**src/rtl/icache_refill_pkg.sv**
```systemverilog
`default_nettype none
// +------------------------------------------------------------------+
// | icache_refill_pkg : shared VLIW fetch types and sizing constants  |
// | Revision: 1.0                                                     |
// +------------------------------------------------------------------+
package icache_refill_pkg;

    localparam int PACK_BEATS = 4;
    localparam int PACK_W     = 128;
    localparam int PC_W       = 28;
    localparam int WORD_W     = 32;
    localparam int BEAT_W     = 2;

    typedef enum logic [1:0] {
        S_IDLE  = 2'd0,
        S_BUS   = 2'd1,
        S_WRITE = 2'd2,
        S_FAULT = 2'd3
    } state_t;

endpackage
`default_nettype wire

```
**src/rtl/icache_refill_if.sv**
```systemverilog
`default_nettype none
// +------------------------------------------------------------------+
// | icache_refill_if : Wishbone classic read port for pack refills    |
// | Revision: 1.0                                                     |
// +------------------------------------------------------------------+
interface icache_refill_if;
    import icache_refill_pkg::*;

    logic              wb_cyc_o;
    logic              wb_stb_o;
    logic              wb_we_o;
    logic [3:0]        wb_sel_o;
    logic [WORD_W-1:0] wb_adr_o;
    logic [WORD_W-1:0] wb_dat_i;
    logic              wb_ack_i;
    logic              wb_err_i;

    modport master (
        output wb_cyc_o, wb_stb_o, wb_we_o, wb_sel_o, wb_adr_o,
        input  wb_dat_i, wb_ack_i, wb_err_i
    );

    modport slave (
        input  wb_cyc_o, wb_stb_o, wb_we_o, wb_sel_o, wb_adr_o,
        output wb_dat_i, wb_ack_i, wb_err_i
    );

endinterface
`default_nettype wire

```
**src/rtl/icache_refill.sv**
```systemverilog
`default_nettype none
// +------------------------------------------------------------------+
// | icache_refill : fetches a 128-bit pack as four Wishbone reads and |
// | writes it into the instruction cache. Revision: 1.0               |
// +------------------------------------------------------------------+
module icache_refill
    import icache_refill_pkg::*;
#(
    parameter int TIMEOUT = 255
) (
    input  logic              wb_clk_i,
    input  logic              rst,
    input  logic [PC_W-1:0]   curr_PC,
    input  logic              cache_hit,
    input  logic              invalidate,
    output logic [PACK_W-1:0] new_entry,
    output logic              entry_valid,
    output logic              busy,
    output logic              fetch_fault,
    icache_refill_if.master   wb
);

    localparam logic [7:0] C_TIMEOUT = 8'(TIMEOUT);

    state_t            state_q;
    logic [PC_W-1:0]   pc_q;
    logic [BEAT_W-1:0] beat_q;
    logic [7:0]        tmo_q;
    logic [WORD_W-1:0] bank_q [PACK_BEATS];
    logic              cyc_q;
    logic              valid_q;

    logic              w_pc_match;
    logic [7:0]        w_tmo_next;
    logic              w_tmo_hit;

    assign w_pc_match = (curr_PC == pc_q);
    assign w_tmo_next = (tmo_q == 8'hFF) ? tmo_q : tmo_q + 8'd1;
    assign w_tmo_hit  = (w_tmo_next >= C_TIMEOUT);

    always_ff @(posedge wb_clk_i) begin
        if (rst) begin
            state_q <= S_IDLE;
            pc_q    <= '0;
            beat_q  <= '0;
            tmo_q   <= '0;
            cyc_q   <= 1'b0;
            valid_q <= 1'b0;
            for (int i = 0; i < PACK_BEATS; i++) begin
                bank_q[i] <= '0;
            end
        end else begin
            valid_q <= 1'b0;
            case (state_q)
                S_IDLE: begin
                    if (!cache_hit && !invalidate) begin
                        pc_q    <= curr_PC;
                        beat_q  <= '0;
                        tmo_q   <= '0;
                        cyc_q   <= 1'b1;
                        state_q <= S_BUS;
                    end
                end
                S_BUS: begin
                    // Abort outranks any same-cycle response; ack outranks timeout.
                    if (invalidate || !w_pc_match) begin
                        cyc_q   <= 1'b0;
                        state_q <= S_IDLE;
                    end else if (wb.wb_err_i) begin
                        cyc_q   <= 1'b0;
                        state_q <= S_FAULT;
                    end else if (wb.wb_ack_i) begin
                        bank_q[beat_q] <= wb.wb_dat_i;
                        beat_q         <= beat_q + 2'd1;
                        tmo_q          <= '0;
                        if (beat_q == 2'd3) begin
                            cyc_q   <= 1'b0;
                            valid_q <= 1'b1;
                            state_q <= S_WRITE;
                        end
                    end else if (w_tmo_hit) begin
                        cyc_q   <= 1'b0;
                        state_q <= S_FAULT;
                    end else begin
                        tmo_q <= w_tmo_next;
                    end
                end
                S_WRITE: begin
                    state_q <= S_IDLE;
                end
                S_FAULT: begin
                    if (invalidate || !w_pc_match) begin
                        state_q <= S_IDLE;
                    end
                end
                default: begin
                    state_q <= S_IDLE;
                end
            endcase
        end
    end

    // The cache tags with the live PC, so a late mismatch must squash the write.
    assign entry_valid = valid_q && !invalidate && w_pc_match;
    assign new_entry   = {bank_q[3], bank_q[2], bank_q[1], bank_q[0]};
    assign busy        = (state_q != S_IDLE);
    assign fetch_fault = (state_q == S_FAULT);

    assign wb.wb_cyc_o = cyc_q;
    assign wb.wb_stb_o = cyc_q;
    assign wb.wb_we_o  = 1'b0;
    assign wb.wb_sel_o = 4'hF;
    assign wb.wb_adr_o = {pc_q, beat_q, 2'b00};

endmodule
`default_nettype wire

```
**src/flat_wrapper.sv**
```systemverilog
// flat-port wrapper written by rule: the top's interface ports become plain ports
module icache_refill_flat import icache_refill_pkg::*;
#(
    parameter int TIMEOUT = 255
)
  (wb_clk_i, rst, curr_PC, cache_hit, invalidate, new_entry, entry_valid, busy, fetch_fault, wb_wb_cyc_o, wb_wb_stb_o, wb_wb_we_o, wb_wb_sel_o, wb_wb_adr_o, wb_wb_dat_i, wb_wb_ack_i, wb_wb_err_i);
  icache_refill_if wb_i ();
  input  logic wb_clk_i;
  input  logic rst;
  input  logic [PC_W-1:0] curr_PC;
  input  logic cache_hit;
  input  logic invalidate;
  output logic [PACK_W-1:0] new_entry;
  output logic entry_valid;
  output logic busy;
  output logic fetch_fault;
  output wire logic [$bits(wb_i.wb_cyc_o)-1:0] wb_wb_cyc_o;
  output wire logic [$bits(wb_i.wb_stb_o)-1:0] wb_wb_stb_o;
  output wire logic [$bits(wb_i.wb_we_o)-1:0] wb_wb_we_o;
  output wire logic [$bits(wb_i.wb_sel_o)-1:0] wb_wb_sel_o;
  output wire logic [$bits(wb_i.wb_adr_o)-1:0] wb_wb_adr_o;
  input wire logic [$bits(wb_i.wb_dat_i)-1:0] wb_wb_dat_i;
  input wire logic [$bits(wb_i.wb_ack_i)-1:0] wb_wb_ack_i;
  input wire logic [$bits(wb_i.wb_err_i)-1:0] wb_wb_err_i;
  assign wb_wb_cyc_o = wb_i.wb_cyc_o;
  assign wb_wb_stb_o = wb_i.wb_stb_o;
  assign wb_wb_we_o = wb_i.wb_we_o;
  assign wb_wb_sel_o = wb_i.wb_sel_o;
  assign wb_wb_adr_o = wb_i.wb_adr_o;
  assign wb_i.wb_dat_i = wb_wb_dat_i;
  assign wb_i.wb_ack_i = wb_wb_ack_i;
  assign wb_i.wb_err_i = wb_wb_err_i;
  icache_refill #(.TIMEOUT(TIMEOUT)) u_core (.wb_clk_i(wb_clk_i), .rst(rst), .curr_PC(curr_PC), .cache_hit(cache_hit), .invalidate(invalidate), .new_entry(new_entry), .entry_valid(entry_valid), .busy(busy), .fetch_fault(fetch_fault), .wb(wb_i));
endmodule
```
**config.mk**
```make
export PLATFORM = sky130hd
export DESIGN_NAME = icache_refill_flat
export DESIGN_NICKNAME = d
export VERILOG_FILES = /design/src/rtl/icache_refill_pkg.sv /design/src/rtl/icache_refill_if.sv /design/src/rtl/icache_refill.sv /design/src/flat_wrapper.sv
export SDC_FILE = /design/constraint.sdc
export NUM_CORES = 1
export LEC_CHECK = 0
export ABC_AREA = 1
export CAP_MARGIN = 25
export CORE_MARGIN = 5
export CORE_UTILIZATION = 30
export DETAILED_ROUTE_END_ITERATION = 8
export SKIP_LAST_GASP = 1
export SLEW_MARGIN = 20
export SYNTH_ARGS = -nofsm -noshare
export SYNTH_HDL_FRONTEND = slang
export SYNTH_SLANG_ARGS = --single-unit
```
**constraint.sdc**
```tcl
create_clock -name wb_clk_i -period 12.58 [get_ports wb_clk_i]
set_clock_uncertainty 0.05 [all_clocks]
set_input_delay 2.516 -clock wb_clk_i [delete_from_list [all_inputs] [get_ports wb_clk_i]]
set_output_delay 2.516 -clock wb_clk_i [all_outputs]
set_load 0.05 [all_outputs]
```
**After elaboration in Yosys (flattened, before gate mapping)**

Memory sizes are Yosys's and may differ from the RTL's.
Index checks and enable logic that the tools add are counted.
W data, S select, Z words.

- Output and inout port bits: 170
- Register bits: 42
- Bits in read-only memories: 0
- Bits in writable memories: 128
- Latch bits: 0
- Memories: 1
- Word-level logic and storage cells: 82
- Input bits: 66

- Add/sub/neg operators: 2
- Shift-type cells: 0
- Reductions and logical operators: 17
- $lt $le $gt $ge: 1
- Div/mod/pow operators: 0
- Bitwise logic cells: 2
- $mul: 0
- Equality and inequality tests: 14
- Multiplexer cells: 39

Memories:

| memory | words | width | rd ports | clocked after Yosys merged registers in | write ports | line | source |
|---|---|---|---|---|---|---|---|
| u_core.bank_q | 4 | 32 | 4 | 0 | 4 | icache_refill.sv:29 | `logic [WORD_W-1:0] bank_q [PACK_BEATS];` |

Operators with widths:

| cell | number |
|---|---|
| $mux W8 | 6 |
| $mux W32 | 1 |
| $reduce_or A32 Y1 | 1 |
| $eq A28 B28 Y1 | 1 |
| $mux W2 | 12 |
| $mux W1 | 16 |
| $pmux W8 S2 | 1 |
| $ne A5 B3 Y1 const B | 2 |
| $reduce_and A5 Y1 | 2 |
| $add A8 B1 Y8 const B | 1 |
| $eq A8 B8 Y1 const B | 1 |
| $ge A8 B8 Y1 const B | 1 |
| $pmux W2 S4 | 1 |
| $reduce_and A4 Y1 | 2 |
| $eq A2 B2 Y1 const B | 3 |
| $ne A2 B2 Y1 const B | 3 |
| $reduce_or A5 Y1 | 1 |
| $ne A2 B1 Y1 const B | 2 |
| $pmux W2 S2 | 1 |
| $reduce_bool A2 Y1 | 2 |
| $logic_and A1 B1 Y1 | 3 |
| $logic_not A1 Y1 | 3 |
| $ne A3 B3 Y1 const B | 1 |
| $add A2 B1 Y2 const B | 1 |
| 6 further kinds | 7 |

**Depth between registers and ports, before layout**

Gate-level depths: netlist of run 1.

- Word-level depth: 9
- Depth in mapped cells: 16
- Depth with buffers taken out: 15

**Worst setup path after synthesis of run 1**

OpenSTA, ideal clock, no wires.

- Path type: input-to-output
- Start point: in curr_PC[12]
- End point: out entry_valid
- Path slack: 6.309 ns
- Cell stages on the path: 8
- Arrival: 3.705 ns
- Path through: nand2_1 inv_1 nor2_1 nor2_1 nand3_1 nor2_1 nand2_1 nor2_1

- Word-level cells in the longest chain between the ends: 2

RTL lines:

| element | line | source |
|---|---|---|
| start, declared | flat_wrapper.sv:10 | `input logic [PC_W-1:0] curr_PC;` |
| $eq A28 B28 Y1 | icache_refill.sv:37 | `assign w_pc_match = (curr_PC == pc_q);` |
| $logic_and A1 B1 Y1 | icache_refill.sv:104 | `assign entry_valid = valid_q && !invalidate && w_pc_match;` |
| end, declared | flat_wrapper.sv:14 | `output logic entry_valid;` |

Every way passes these cells.

**Worst setup path in the final report of run 1**

- Start point: in curr_PC[14]
- End point: out entry_valid

Same word-level chain as after synthesis.

==> results of run 1 <==
[registers in the layout, summed over array words and instances (netlist names)]
name,flops
u_core.bank_q,128
u_core.tmo_q,8
u_core.state_q,2
u_core.beat_q,2
u_core.valid_q,1
u_core.pc_q,28
u_core.wb.wb_cyc_o,1
[metal layers]
| layer | vias up | routed length (um) |
|---|---|---|
| met2 | 222 | 9630 |
| met3 | 16 | 2110 |
| met5 | - | 0 |
| li1 | 2956 | - |
| met4 | 0 | 311 |
| met1 | 2636 | 8670 |
[synthesized netlist by cell type (5+ instances only)]
cell type    n
nor2_1     184
nor3_2      20
nor3_1      13
inv_2        6
nand2_1    130
buf_4        9
a21oi_1     25
edfxtp_1   128
dfxtp_1     42
o21ai_0     38
clkbuf_1    13
inv_1      118
buf_6        5
buf_2        7
xnor2_1      8
nand3_1     19
[power by group]
part / internal (W) / total (W) / switching [W] / leakage [nW]
sequential: 0.000627 / 0.000644 / 0.0000168 / 1.66
clock: 0.000265 / 0.000517 / 0.000252 / 0.280
combinational: 0.0000844 / 0.000261 / 0.000177 / 2.31
[metrics by stage]
step / total power (W) / setup slack (ns) / util
final: 0.00142 / 5.35 / 0.435
after global routing: 0.00149 / 5.13 / 0.435
after CTS: 0.00144 / 5.32 / 0.435
after detailed placement: 0.000920 / 5.34 / 0.411
after global placement: 0.000918 / 5.40 / 0.411
after floorplan: 0.000823 / 6.31 / -
[final cells by class]
cell class	instances	area, um^2
inverter	127	477
multi-input combinational	468	2170
fill	2390	13800
clock inverter	14	154
timing repair buffer	233	2320
tap	324	405
sequential	170	4680
clock buffer	17	425
[cells by family after synthesis]
family                     after synthesis  share of synthesized area
xor gates and xnor gates                12                     0.0140
and+or+nand+nor                        379                      0.219
other                                    2                    0.00100
adders and majority gates                2                    0.00334
DFF                                    170                      0.626
buffers and inverters                  161                     0.0914
AOI/OAI and AO/OA                       68                     0.0458
[path summary, 6_finish.rpt]
| path | to | slack (ns) |
|---|---|---|
| worst max register to register | u_core.bank_q[0][12] | 8.70 |
| worst max-delay path | entry_valid | 5.35 |
| worst min register to register | u_core.pc_q[11] | 0.44 |
| worst min-delay path | u_core.pc_q[11] | 0.44 |
[worst min-delay path, cell delays in order (launching register included)]
cell and delay (ns):
dfxtp_1 0.32, inv_1 0.07, a21oi_1 0.05
==> flow_summary.json, run 1 <==
{
  "status": "completed",
  "area.growth.synth_to_final_pct": 42.0,
  "die_area_um2": 28200,
  "worst_slew_pin_slew_ns": 0.983,
  "grt_max_degree": 50,
  "syn_area_um2": 7490,
  "synth_top_cell_by_area": "edfxtp_1",
  "cp.depth": 10,
  "drive_above_1_share": 0.0739,
  "dr.pass1.iters": 4,
  "fp.dieW_um": 168,
  "final_common_cell": "clkdlybuf4s50_1",
  "min_delay_path_depth": 2,
  "synthArstFlopShare": 0,
  "maxCapViolations": 0,
  "core_area_um2": 24500,
  "synth-seq-cells": 170,
  "port_buffers": 228,
  "path_max_fanout": 4,
  "critPathBufInv": 2,
  "finalHoldViolations": 0,
  "post-route-drc-count": 0,
  "yosysTopAreaCellShare": 0.513,
  "fp-row-count": 57,
  "tritoncts": "done",
  "drt-total-wl_mm": 20.7,
  "dpl_cell_area_um2": 10100,
  "hold_ws_ns": 0.439,
  "ios": 236,
  "p_per_area_nw_per_um2": 134,
  "slew_violations": 0,
  "fmax_ghz": 0.138,
  "gp_congestion": 0.805,
  "clock_latency_ns": 0.43,
  "worstSetupStartpointType": "input pin",
  "p_leak_nw": 4.26,
  "synth.avg_cell_area_um2": 9.43,
  "synth.distinct_cells": 29,
  "worstPathRequired_ns": 10.01,
  "max-vdd-ir-drop_mv": 0.0798,
  "clkTransAtPathRegs_ns": 0.07,
  "nets": 1085,
  "yosys-top-cells-area": "edfxtp_1, dfxtp_1, nor2_1, nand2_1, inv_1",
  "setup_viol": 0,
  "viasPerCell": 4.31,
  "path_cells": "clkdlybuf4s50_1 > nand2_1 > nand2_1 > o21ai_0 > nor2_1 > nand2_1 > nor2_1 > nand2_1 > nor2_1 > clkdlybuf4s50_1",
  "hold_buffers": 0,
  "end_kind": "primary output",
  "path_delay_family": "buffers and inverters",
  "cts-root-buf": "clkbuf_16",
  "slew_headroom": 0.342,
  "antenna_found_initial": 0,
  "synthCells": 794,
  "cts_sinks": 170,
  "ant_nets": 0,
  "dominantRegCellSynth": "edfxtp_1",
  "grt_pass1_wl_mm": 32.1,
  "period_share": 0.575,
  "cpMaxStageDelayCell": "clkdlybuf4s50_1",
  "grt_usage": 0.143,
  "cts_setup_buffers": 0,
  "cts_buffers": 17,
  "num_vias": 5830,
  "r2r-start": "u_core.pc_q[14]",
  "min-delay-start": "u_core.pc_q[11]",
  "dpl.cell_count": 1322,
  "die_y_um": 168,
  "hold_path_class": "flop to flop",
  "busiest_layer": "met2",
  "timing.critical_path.mode_cell": "nand2_1",
  "mostFrequentLayoutCells": "clkdlybuf4s50_1, nor2_1, edfxtp_1",
  "cp-startpoint": "curr_PC[14]",
  "rr_worst_depth": 14,
  "tns_ns": 0,
  "met1_usage": 0.173,
  "max_stage_delay_ns": 0.83,
  "use_met3": 0.0591,
  "critPathKind": "input pin to primary output",
  "grtUsageMet2": 0.238,
  "start_util": 0.306,
  "dpl.hpwl_mm": 14.4,
  "ctsResizeCount": 0,
  "yosysWarnings": 0,
  "drt_iter0_markers": 319,
  "ys_seq_area_frac": 0.626,
  "fin_area_um2": 10600,
  "grt_pass1_vias": 5729,
  "grt-ovfl-total": 0,
  "cts_buffer_depth": 2,
  "cts_max_level": 4,
  "worstPathArrival_ns": 4.67,
  "period_needed_ns": 7.23,
  "routedWlPerCell_um": 15.3,
  "rsz0062_at_grt": "no",
  "synth_edf_count": 128,
  "fin_cells": 1353,
  "antenna_cells": 0
}
(Power assumes the default switching activity.)
==> inputs of run 2 (changes only) <==
==> constraint.sdc (replaced) <==
create_clock -name wb_clk_i -period 6.15 [get_ports wb_clk_i]
set_clock_uncertainty 0.05 [all_clocks]
set_input_delay 1.23 -clock wb_clk_i [delete_from_list [all_inputs] [get_ports wb_clk_i]]
set_output_delay 1.23 -clock wb_clk_i [all_outputs]
set_load 0.05 [all_outputs]
==> flow_summary.json, run 2 (same netlist as run 1, synthesis figures left out) <==
{
  "worstPathArrival_ns": 3.36,
  "maxCapViolations": 0,
  "cpMaxStageDelayCell": "clkdlybuf4s50_1",
  "netSwitchingFraction": 0.314,
  "finalHoldViolations": 0,
  "clkTransAtPathRegs_ns": 0.07,
  "max_stage_delay_ns": 0.82,
  "core_area_um2": 24500,
  "num-fill-cells": 2386,
  "area.growth.synth_to_final_pct": 42.2,
  "cts_buffer_depth": 2,
  "end_kind": "primary output",
  "clockPowerShare": 0.365,
  "path_max_fanout": 3,
  "slew_headroom": 0.362,
  "port_buffers": 228,
  "path_cells": "clkdlybuf4s50_1 > inv_1 > nand2_1 > nand2_1 > inv_1 > nand2_1 > nor2_1 > nand2_1 > nor2_1 > nand2_1 > nor2_1 > clkdlybuf4s50_1",
  "r2r-start": "u_core.pc_q[14]",
  "reg_top3": "u_core.bank_q (128), u_core.pc_q (28), u_core.tmo_q (8)",
  "critPathKind": "input pin to primary output",
  "ctsResizeCount": 0,
  "slew_violations": 0,
  "min_to": "u_core.pc_q[7]",
  "min_delay_path_depth": 2,
  "gp_congestion": 0.811,
  "die_y_um": 168,
  "status": "completed",
  "antenna_cells": 0,
  "cts_buffers": 17,
  "dpl.hpwl_mm": 14.6,
  "tritoncts": "done",
  "multi_input_area_um2": 2170,
  "worstSetupStartpointType": "input pin",
  "cts_setup_buffers": 0,
  "rsz0062_at_grt": "no",
  "max-vdd-ir-drop_mv": 0.165,
  "cts_sinks": 170,
  "regMostFlops": "u_core.bank_q",
  "post-route-drc-count": 0,
  "fp-row-count": 57,
  "drive_above_1_share": 0.0766,
  "grt_pass1_vias": 5858,
  "num_vias": 5916,
  "combPwrFrac": 0.184,
  "start_util": 0.306,
  "fmax_ghz": 0.215,
  "switching_power_w": 0.000917,
  "p_per_area_nw_per_um2": 274,
  "tns_ns": 0,
  "grt_usage": 0.146,
  "regArea_um2": 4680,
  "hold_path_class": "flop to flop",
  "reg2reg_slack_ns": 2.94,
  "fp.dieW_um": 168,
  "cts-root-buf": "clkbuf_16",
  "cts_max_level": 4,
  "period_share": 0.755,
  "ios": 236,
  "grt_pass1_wl_mm": 32.7,
  "largest_register_ff_count": 128,
  "worst_slew_pin_slew_ns": 0.953,
  "final_common_cell": "clkdlybuf4s50_1",
  "routedWlPerCell_um": 15.4,
  "drt-total-wl_mm": 20.8,
  "post-route-util": 0.435,
  "drt_iter0_markers": 337,
  "nets": 1087,
  "viasPerCell": 4.37,
  "die_area_um2": 28200,
  "antenna_found_initial": 0,
  "period_needed_ns": 4.64,
  "grt-ovfl-total": 0,
  "r2r-end": "u_core.bank_q[0][24]",
  "grt_max_degree": 51,
  "dr.pass1.iters": 5,
  "setup_viol": 0,
  "timing.critical_path.mode_cell": "nand2_1",
  "mostFrequentLayoutCells": "clkdlybuf4s50_1, nor2_1, edfxtp_1",
  "clock_latency_ns": 0.42,
  "worstPathRequired_ns": 4.87,
  "p_leak_nw": 4.26,
  "hold_buffers": 0,
  "p_seq_frac": 0.451,
  "min-delay-start": "u_core.pc_q[7]",
  "rr_worst_depth": 15,
  "power.internal_w": 0.00200,
  "ant_nets": 0
}
run 2: how the worst max path moves through the flow:
| stage | start | cells past startpoint | to |
|---|---|---|---|
| floorplan | curr_PC[12] | 12 | u_core.bank_q[3][0] |
| global placement | curr_PC[14] | 10 | entry_valid |
| detailed placement | curr_PC[19] | 12 | entry_valid |
| CTS | curr_PC[19] | 12 | entry_valid |
| global route | curr_PC[19] | 12 | entry_valid |
| finish | curr_PC[19] | 12 | entry_valid |
run 2: per-layer routing:
metal / up-vias / global-route usage / wire, um
met5: - / 0 / 0
met4: 0 / 0.0353 / 275
met3: 18 / 0.0600 / 1950
met2: 210 / 0.241 / 9610
met1: 2732 / 0.180 / 8980
li1: 2956 / - / -
run 2: cell type report:
cell class / count / share of cell area
clock buffer: 17 / 0.0400
clock inverter: 14 / 0.0139
inverter: 127 / 0.0448
multi-input combinational: 468 / 0.204
sequential: 170 / 0.440
tap: 324 / 0.0381
timing repair buffer: 235 / 0.219
run 2: critical path, delay by kind of cell:
kind / cells / cell delay, ns
buf+inv: 4 / 1.42
simple gates: 8 / 0.71
run 2: power groups by stage:
stage	logic (W)	clock network [W]	registers, W
3_3_place_gp	0.000537	0	0.00134
2_1_floorplan	0.000171	0	0.00151
6_report	0.000535	0.00106	0.00132
3_5_place_dp	0.000539	0	0.00134
5_1_grt	0.000577	0.00115	0.00133
4_1_cts	0.000542	0.00109	0.00132
run 2: through the flow:
stage                     worst slack, ns  hold slack [ns]  total power, W  cell area, um^2  std cells
after floorplan                      1.18            0.425         0.00168             7510        799
after global placement               1.53            0.414         0.00188            10100       1324
after detailed placement             1.50            0.416         0.00188            10100       1324
after CTS                            1.48            0.431         0.00295            10600       1355
after global routing                 1.28            0.474         0.00305            10600       1355
final                                1.51            0.425         0.00292            10600       1355
==> inputs of run 3 (changes only) <==
==> constraint.sdc (replaced) <==
create_clock -name wb_clk_i -period 4.12 [get_ports wb_clk_i]
set_clock_uncertainty 0.05 [all_clocks]
set_input_delay 0.824 -clock wb_clk_i [delete_from_list [all_inputs] [get_ports wb_clk_i]]
set_output_delay 0.824 -clock wb_clk_i [all_outputs]
set_load 0.05 [all_outputs]
==> flow_summary.json, run 3 (same netlist as run 1, synthesis figures left out) <==
{
  "finalHoldViolations": 0,
  "clkTransAtPathRegs_ns": 0.07,
  "maxCapViolations": 0,
  "port_buffers": 228,
  "regMostFlops": "u_core.bank_q",
  "r2r-start": "u_core.pc_q[14]",
  "routedWlPerCell_um": 15.3,
  "r2r-end": "u_core.bank_q[2][18]",
  "reg2reg_slack_ns": 1.60,
  "worstPathArrival_ns": 2.30,
  "slew_violations": 0,
  "worstPathRequired_ns": 3.25,
  "cts_setup_buffers": 0,
  "core_area_um2": 24500,
  "hold_buffers": 0,
  "pre_cts_ws_ns": 0.607,
  "die_y_um": 168,
  "cts_sinks": 170,
  "drt-total-wl_mm": 20.8,
  "min-delay-start": "u_core.pc_q[7]",
  "p_per_area_nw_per_um2": 404,
  "ios": 236,
  "reg_top3": "u_core.bank_q (128), u_core.pc_q (28), u_core.tmo_q (8)",
  "grt_pass1_vias": 5867,
  "hold_path_class": "flop to flop",
  "tns_ns": 0,
  "gp_congestion": 0.803,
  "end_kind": "primary output",
  "cts_buffer_depth": 2,
  "fp.dieW_um": 168,
  "num_vias": 5880,
  "final_common_cell": "clkdlybuf4s50_1",
  "period_share": 0.771,
  "tritoncts": "done",
  "die_area_um2": 28200,
  "clock_latency_ns": 0.42,
  "dpl.cell_count": 1326,
  "cts_buffers": 17,
  "hold_ws_ns": 0.432,
  "critPathKind": "input pin to primary output",
  "cts-root-buf": "clkbuf_16",
  "dpl.hpwl_mm": 14.7,
  "period_needed_ns": 3.18,
  "grt_max_degree": 63,
  "slew_headroom": 0.613,
  "drt_iter0_markers": 268,
  "cts_max_level": 4,
  "dr.pass1.iters": 5,
  "p_leak_nw": 4.30,
  "grt-ovfl-total": 0,
  "largest_register_ff_count": 128,
  "setup_viol": 0,
  "antenna_cells": 0,
  "worst_slew_pin_slew_ns": 0.578,
  "nets": 1090,
  "grt_usage": 0.146,
  "setup_ws_ns": 0.943,
  "area.growth.synth_to_final_pct": 43.2,
  "grt_pass1_wl_mm": 32.6,
  "mostFrequentLayoutCells": "clkdlybuf4s50_1, nor2_1, edfxtp_1",
  "viasPerCell": 4.33,
  "fin_cells": 1359,
  "ant_nets": 0,
  "rr_worst_depth": 15,
  "path_max_fanout": 3,
  "start_util": 0.306,
  "rsz0062_at_grt": "no",
  "worstSetupStartpointType": "input pin",
  "max-vdd-ir-drop_mv": 0.202,
  "fmax_ghz": 0.315,
  "min_to": "u_core.pc_q[7]",
  "drive_above_1_share": 0.0792,
  "fp-row-count": 57,
  "status": "completed",
  "ctsResizeCount": 0,
  "post-route-drc-count": 0,
  "antenna_found_initial": 0,
  "min_delay_path_depth": 2
}
[run 3: worst max-delay path: stages]
cell	delay, ns
clkdlybuf4s50_1	0.49
nand2_1	0.06
inv_1	0.05
nor2_1	0.03
nor2_1	0.19
nand3_1	0.12
nor2_1	0.15
nand2_1	0.08
nor2_1	0.09
buf_4	0.21
[run 3: final cells by class]
| cell class | instances | area, um^2 |
|---|---|---|
| clock buffers | 18 | 429 |
| clock inverters | 14 | 149 |
| fillers | 2341 | 13700 |
| inverters | 127 | 477 |
| multi-input cells | 468 | 2170 |
| flip-flops and latches | 170 | 4680 |
| well taps | 324 | 405 |
| repair buffers | 238 | 2400 |
[run 3: through the flow]
step	cell area [um^2]	power, W	utilization
after CTS	10700	0.00439	0.437
after global routing	10700	0.00454	0.438
after detailed placement	10100	0.00281	0.414
final	10700	0.00434	0.438
after floorplan	7510	0.00251	-
after global placement	10100	0.00281	0.414
[run 3: routing by layer]
layer,track usage,vias to the layer above,wire [um]
li1,-,2964,-
met1,0.185,2671,9040
met2,0.234,233,9470
met3,0.0581,12,2110
met4,0.0395,0,166
met5,0,-,0
[run 3: power breakdown]
group	leakage (nW)	internal, W	switching [W]
logic	2.36	0.000263	0.000539
clock network	0.280	0.000811	0.000755
registers	1.66	0.00191	0.0000531
[run 3: how the worst max path moves through the flow]
stage                           start              endpoint  slack [ns]  cells after the start
after detailed placement  curr_PC[14]  u_core.bank_q[2][18]        0.61                     16
after CTS                 curr_PC[21]           entry_valid        0.90                     12
after global routing      curr_PC[12]           entry_valid        0.72                     10
final                     curr_PC[12]           entry_valid        0.94                     10
after floorplan           curr_PC[12]   u_core.bank_q[3][0]        0.55                     12
after global placement    curr_PC[14]  u_core.bank_q[2][19]        0.62                     16
